### config.mk
export PLATFORM = sky130hd
export DESIGN_NAME = gcd_arbiter
export DESIGN_NICKNAME = d
export VERILOG_FILES = /design/src/rtl/gcd_arbiter.sv
export SDC_FILE = /design/constraint.sdc
export NUM_CORES = 1
export LEC_CHECK = 0
export ABC_AREA = 1
export CAP_MARGIN = 20
export CORE_AREA = 2 2 67 69
export CTS_CLUSTER_SIZE = 12
export DETAILED_ROUTE_END_ITERATION = 7
export DIE_AREA = 0 0 69 71
export DONT_BUFFER_PORTS = 1
export GPL_TIMING_DRIVEN = 0
export PLACE_DENSITY_LB_ADDON = 0.15
export SKIP_LAST_GASP = 1
export SYNTH_ARGS = -nofsm -noshare
export SYNTH_HDL_FRONTEND = slang
export SYNTH_SLANG_ARGS = --single-unit
### constraint.sdc
create_clock -name CLK -period 3.44 [get_ports CLK]
set_input_delay 0.172 -clock CLK [delete_from_list [all_inputs] [get_ports CLK]]
set_output_delay 0.172 -clock CLK [all_outputs]
set_load 0.01 [all_outputs]
### src/rtl/gcd_arbiter.sv
// gcd_arbiter: shares one GCD core between NREQ round-robin requesters.
// Each result is returned tagged with its requester ID; a watchdog aborts a core that never finishes.
module gcd_arbiter #(
    parameter int NREQ    = 4,
    parameter int W       = 4,
    parameter int IDW     = 2,
    parameter int TIMEOUT = 64
) (
    input  logic              CLK,
    input  logic              RESET,
    input  logic [NREQ-1:0]   REQ,
    input  logic [NREQ*W-1:0] REQ_X,
    input  logic [NREQ*W-1:0] REQ_Y,
    output logic [NREQ-1:0]   GNT,
    output logic              RESP_VALID,
    output logic [IDW-1:0]    RESP_ID,
    output logic [W-1:0]      RESP_GCD,
    output logic              RESP_ERR,
    output logic [W-1:0]      GCD_X,
    output logic [W-1:0]      GCD_Y,
    output logic              GCD_START,
    input  logic              GCD_DONE,
    input  logic [W-1:0]      GCD_RESULT
);
    localparam int             WDW      = $clog2(TIMEOUT);
    localparam logic [WDW-1:0] WD_LAST  = WDW'(TIMEOUT - 1);
    localparam logic [IDW-1:0] PTR_INIT = IDW'(NREQ - 1);

    // Handshakes: a REQ bit is a level held until its one-cycle GNT pulse; GNT is raised only in
    // IDLE and the operands are captured at the edge that ends the GNT cycle. RESP_VALID is a
    // one-cycle strobe with no backpressure. GCD_START is high for the whole RUN state, and
    // RELEASE waits for GCD_DONE low so the core is re-armed before the next START.
    typedef enum logic [1:0] {S_IDLE, S_RUN, S_RESP, S_RELEASE} state_e;

    state_e         state_q, state_d;
    logic [IDW-1:0] ptr_q, ptr_d;
    logic [IDW-1:0] id_q, id_d;
    logic [W-1:0]   x_q, x_d;
    logic [W-1:0]   y_q, y_d;
    logic [W-1:0]   res_q, res_d;
    logic           err_q, err_d;
    logic [WDW-1:0] wd_q, wd_d;

    logic [W-1:0]    req_x_a [NREQ];
    logic [W-1:0]    req_y_a [NREQ];
    logic            pick_found;
    logic [IDW-1:0]  pick_idx;
    logic [IDW-1:0]  cand_idx;
    logic [W-1:0]    pick_x, pick_y;
    logic [NREQ-1:0] gnt;

    for (genvar g = 0; g < NREQ; g++) begin : g_unpack
        assign req_x_a[g] = REQ_X[g*W +: W];
        assign req_y_a[g] = REQ_Y[g*W +: W];
    end

    // Round-robin search starts just after the last granted index and wraps.
    always_comb begin
        pick_found = 1'b0;
        pick_idx   = '0;
        cand_idx   = '0;
        for (int k = 1; k <= NREQ; k++) begin
            cand_idx = IDW'((int'(ptr_q) + k) % NREQ);
            if (!pick_found && REQ[cand_idx]) begin
                pick_found = 1'b1;
                pick_idx   = cand_idx;
            end
        end
    end

    assign pick_x = req_x_a[pick_idx];
    assign pick_y = req_y_a[pick_idx];

    always_comb begin
        state_d = state_q;
        ptr_d   = ptr_q;
        id_d    = id_q;
        x_d     = x_q;
        y_d     = y_q;
        res_d   = res_q;
        err_d   = err_q;
        wd_d    = wd_q;
        gnt     = '0;
        case (state_q)
            S_IDLE: begin
                if (pick_found) begin
                    gnt   = NREQ'(1) << pick_idx;
                    x_d   = pick_x;
                    y_d   = pick_y;
                    id_d  = pick_idx;
                    ptr_d = pick_idx;
                    err_d = 1'b0;
                    wd_d  = '0;
                    if (pick_x != '0 && pick_y != '0) begin
                        state_d = S_RUN;
                    end else begin
                        // gcd(0,y)=y and gcd(0,0)=0, so the core is not needed.
                        res_d   = pick_x | pick_y;
                        state_d = S_RESP;
                    end
                end
            end
            S_RUN: begin
                if (GCD_DONE) begin
                    res_d   = GCD_RESULT;
                    err_d   = 1'b0;
                    state_d = S_RESP;
                end else if (wd_q == WD_LAST) begin
                    res_d   = '0;
                    err_d   = 1'b1;
                    state_d = S_RESP;
                end else begin
                    wd_d = wd_q + WDW'(1);
                end
            end
            S_RESP: begin
                wd_d    = '0;
                state_d = S_RELEASE;
            end
            S_RELEASE: begin
                if (!GCD_DONE) begin
                    state_d = S_IDLE;
                end
            end
            default: state_d = S_IDLE;
        endcase
    end

    always_ff @(posedge CLK) begin
        if (RESET) begin
            state_q <= S_IDLE;
            ptr_q   <= PTR_INIT;
            id_q    <= '0;
            x_q     <= '0;
            y_q     <= '0;
            res_q   <= '0;
            err_q   <= 1'b0;
            wd_q    <= '0;
        end else begin
            state_q <= state_d;
            ptr_q   <= ptr_d;
            id_q    <= id_d;
            x_q     <= x_d;
            y_q     <= y_d;
            res_q   <= res_d;
            err_q   <= err_d;
            wd_q    <= wd_d;
        end
    end

    // No grant is offered while reset is being applied.
    assign GNT        = RESET ? '0 : gnt;
    assign GCD_START  = (state_q == S_RUN);
    assign GCD_X      = x_q;
    assign GCD_Y      = y_q;
    assign RESP_VALID = (state_q == S_RESP);
    assign RESP_ID    = RESP_VALID ? id_q : '0;
    assign RESP_GCD   = RESP_VALID ? res_q : '0;
    assign RESP_ERR   = RESP_VALID & err_q;

endmodule

Word-level counts from Yosys, hierarchy flattened
Index checks and enable logic that the tools add are counted.
{ "totals": {"ff_bits": 25, "output_inout_bits": 21} }
{ "op_classes": {"add_sub_neg": 5, "magnitude_cmp": 5, "n_eq_ne": 10, "shift": 1, "muxes": 46, "bitwise_logic": 3, "n_reduce_logical": 17} }
{ "op_table": {"columns": ["op", "n"], "rows": [
  ["$mux 4", 12],
  ["$mux 2", 10],
  ["$mux 6", 3],
  ["$pmux 6 s3", 1],
  ["$bmux 4 s2", 2],
  ["$lt 2x3->1 const B", 4],
  ["$mux 1", 11],
  ["$ne 2x2->1 const B", 5],
  ["$bmux 1 s2", 4],
  ["$pmux 2 s4", 1],
  ["$pmux 4 s2", 1],
  ["$reduce_and 4->1", 2],
  ["$reduce_bool 4->1", 2],
  ["$add 6x1->6 const B", 1],
  ["$eq 6x6->1 const B", 1],
  ["$reduce_and 3->1", 2],
  ["$add 2x1->2 const B", 2],
  ["$add 2x2->2 const B", 2],
  ["$eq 2x2->1 const B", 2],
  ["$logic_and 1x1->1", 4],
  ["$or 4x4->4", 1],
  ["$shl 1x2->4 const A", 1],
  ["$ge 3x3->1 const B", 1],
  ["$logic_not 1->1", 3],
  ["other kinds (9)", 9]
]} }

Logic depth before layout (Yosys ltp)
{ "logic_depth": {"word_depth": 22, "ltp_mapped": 22, "ltp_nobuf": 20} }

Worst setup path after synthesis
Ideal clock, no wire load.
{ "synth_timing": {"path_kind": "register to output", "startpoint": "reg ptr_q[0]", "endpoint": "out GNT[0]", "arrival_ps": 1796, "setup_slack_ps": 1472, "path_stages_with_launch": 13, "path_buffers": 2, "path_cell_list": "dfxtp_1 > buf_4 > nand2_1 > nand2_2 > nand2_1 > nand2_2 > inv_2 > nand3_4 > buf_2 > nand2_1 > nor2_1 > inv_1 > nor3_1"} }
{ "synth_via": {"elab_chain_cells": 17, "elab_cells_between_ends": 30, "classes_between": "4 x add/sub; 1 x shift; 19 x mux; 6 x reduce/logical"} }
{ "synth_lines": {"columns": ["item", "line_no", "source"], "rows": [
  ["from (decl)", "36", "logic [IDW-1:0] ptr_q, ptr_d;"],
  ["from (signal assigned)", "141", "ptr_q <= ptr_d;"],
  ["$add 2x1->2", "63", "cand_idx = IDW'((int'(ptr_q) + k) % NREQ);"],
  ["$bmux 1 s2", "64", "if (!pick_found && REQ[cand_idx]) begin"],
  ["$mux 1 (implied by the code)", "64", null],
  ["$mux 1", "64", null],
  ["$logic_not 1->1", "64", null],
  ["$logic_and 1x1->1", "64", null],
  ["$mux 1", "64", null],
  ["$logic_not 1->1", "64", null],
  ["$logic_and 1x1->1", "64", null],
  ["$mux 1", "64", null],
  ["$logic_not 1->1", "64", null],
  ["$logic_and 1x1->1", "64", null],
  ["$mux 2", "64", null],
  ["$shl 1x2->4", "87", "gnt = NREQ'(1) << pick_idx;"],
  ["$mux 4 *", "86", "if (pick_found) begin"],
  ["$mux 4 *", "84", "case (state_q)"],
  ["$mux 4 *", "152", "assign GNT = RESET ? '0 : gnt;"],
  ["to (decl)", "14", "output logic [NREQ-1:0] GNT,"]
]} }
Mark *: on every way between the ends. The rest lies on a longest branch, timed or not. The select of a mux whose other input is x is not followed.

Final worst setup path
Ends and elaborated chain as after synthesis.

==> impl_metrics.ini <==
[status]
outcome = completed

[route]
initialDrtViolationCount = 88
drtPass1Iterations = 4
wl_per_cell_um = 11.6
postRouteAntennaNets = 0
routed_via_density = 4.95
drc = 0
wirelength_um = 4620
route.vias.total = 1972

[run]
cap_viol_max_count = 0

[cts]
clkSinkCount = 25
htree_levels = 1
ctsResizeCount = 0
postCtsSetupRepairBufs = 0
cts_buffers = 3
path_clk_slew_ns = 0.08
cts_root_buf = clkbuf_8
cts_buffer_depth = 2
clk_latency_ns = 0.26
ctsHoldBuffers = 1
cts_tree = done

[synth]
syn_area_um2 = 1990
seq_area_frac_synth_pct = 25.1
synth.area.top_cells = dfxtp_1 25%, nand2_1 22%, inv_1 11%, nand3_1 10%, nor2_1 4.3%
synth_cells = 341
syn_area_per_cell_um2 = 5.84
synth_top_area_cell = dfxtp_1
syn_nets = 390
synthDistinctLibCells = 27
ys_warn_count = 0
synth_top_area_share_pct = 25.1
synth.ff_latch_count = 25

[pwr]
p_leak_nw = 1.20
cellInternalPower_mw = 1.03
powerDensity_nw_per_um2 = 1080
vdd_drop_max_v = 0.000511
switching_share_pct = 54.7
combPwrFrac_pct = 73.0
pwr-share-clk_pct = 7.4
p_seq_share_pct = 19.6
p_sw_mw = 1.24

[finish]
final_common_cell = nand2_1
final_layout_size_suffix_gt1_share_pct = 10.4
multiInputGateArea_um2 = 1190
antenna_cells = 0
n_fill_cell = 462
final_net_count = 396
register_area_um2 = 500
final_util_pct = 50.2
final_cell_mix = 119 x nand2_1, 58 x inv_1, 41 x nand3_1
final_cells = 398
syn_to_final_growth_pct = 6.03

[placement]
hpwl_um = 3620
port_buffers = 0
routabilityCongestion = 0.829
dpl.cell_count = 393

[critical_path]
cp.required_ns = 3.27
cp_data_arrival_time_ns = 2.45
crit_path_max_fanout = 10
timing_worst_setup_path_type = reg2out
cp-end-kind = primary output
cpMaxStageDelayCell = nor3_1
path_cells = buf_4 > nand2_1 > nand2_1 > nand2_1 > nand2_2 > inv_2 > nand3_4 > buf_2 > nand2_1 > nor2_1 > inv_1 > nor3_1
cp_slowest_stage_delay_ns = 0.38
cpMostUsedCell = nand2_1
worstSetupStartpointType = register

[sta]
maxSlewViolCount = 0
setup_viol = 0
setup_tns_ns = 0
finalCriticalPeriod_ns = 2.62
rsz0062_at_grt = false
final.period_utilization_pct = 76.2
tightest_slew_ns = 0.554
finalClockSkew_ns = 0.00546
fmaxAchievable_mhz = 381
hold_violations = 0
slew_headroom_pct = 62.7

[grt]
gr-total-overflow = 0
antenna_found_initial = 0
gr-usage-all-layers_pct = 19.3
first_global_vias = 1859
grt_pass1_wl_um = 8000
grt_max_degree = 14

[floorplanning]
start_util_pct = 47.4
core_um2 = 4200
die_x_um = 69
row_count = 24
die_y_um = 71
die_area_um2 = 4900
io_pins = 64

[min_path]
holdCritPathClass = in2reg
## cell type report
| class | instances | area share, % |
|---|---|---|
| Multi-Input combinational cell | 245 | 56.5 |
| Sequential cell | 25 | 23.7 |
| Inverter | 62 | 11.0 |
| Tap cell | 52 | 3.08 |
| Buffer | 9 | 3.02 |
| Clock buffer | 4 | 2.13 |
| Timing Repair Buffer | 1 | 0.474 |
## through the flow
step | area (µm²) | hold WS [ns] | worst slack, ns | power [mW]
floorplan | 1990 | 0.241 | 1.47 | 1.80
global placement | 2060 | 0.244 | 1.09 | 2.10
detailed placement | 2060 | 0.246 | 1.09 | 2.11
CTS | 2110 | 0.0669 | 0.789 | 2.29
global route | 2110 | 0.0833 | 0.560 | 2.55
finish | 2110 | 0.0751 | 0.818 | 2.27
## sequential cells by signal, summed over array words and instances (netlist names)
register and cells:
GCD_X 4, GCD_Y 4, err_q 1, id_q 2, ptr_q 2, res_q 4, state_q 2, wd_q 6
## worst paths after layout
path                                from         end  slack, ns  depth (start not counted)
worst min-delay path               RESET  state_q[1]       0.08                          3
worst min register to register   id_q[0]     id_q[0]       0.46                          2
worst max register to register  ptr_q[0]    res_q[3]       1.17                         16
worst max-delay path            ptr_q[0]      GNT[0]       0.82                         12
## layer usage
layer | global-route usage [%] | routed length [µm] | up-vias
li1 | - | - | 1055
met1 | 24.3 | 2210 | 876
met2 | 34.4 | 2180 | 37
met3 | 4.13 | 202 | 4
met4 | 3.27 | 34 | 0
met5 | 0 | 0 | -
## cells by family (layout without fill, tap and decap cells)
group	Yosys count	in the layout	share of synthesized area, %
and+or+nand+nor	205	205	46.5
buffers and inverters	71	76	14.9
AOI/OAI and AO/OA	32	32	8.80
DFF	25	25	25.1
adders and majority gates	6	6	3.77
xor gates and xnor gates	2	2	0.880
## cells in the mapped netlist
cell type  number
nand2_2        11
or2_2           2
nor2_1         23
a21oi_2         1
o221a_2         1
nand3_1        41
buf_2           3
o21ai_1         1
buf_6           2
nand4_1         1
a21oi_1        16
a211oi_1        1
xor2_1          2
nand2_1       119
nand2_4         1
buf_4           3
nor3_1          2
dfxtp_1        25
a22oi_1         1
ha_1            6
nor2_2          1
o21ai_0        11
inv_1          58
inv_2           4
clkbuf_1        1
nor2_8          1
nand3_4         3
## worst max-delay path, delay by kind of cell, from the launching register on
| kind | cells | cell delay (ns) |
|---|---|---|
| DFF | 1 | 0.34 |
| buffers and inverters | 4 | 0.66 |
| and+or+nand+nor | 8 | 1.19 |
## power by group through the flow
stage | Sequential (mW) | Clock, mW | Combinational, mW
global placement | 0.451 | 0 | 1.65
global route | 0.457 | 0.187 | 1.90
finish | 0.445 | 0.169 | 1.66
detailed placement | 0.451 | 0 | 1.65
floorplan | 0.436 | 0 | 1.36
CTS | 0.445 | 0.175 | 1.67
No activity file was read; power rests on OpenSTA's default activity.
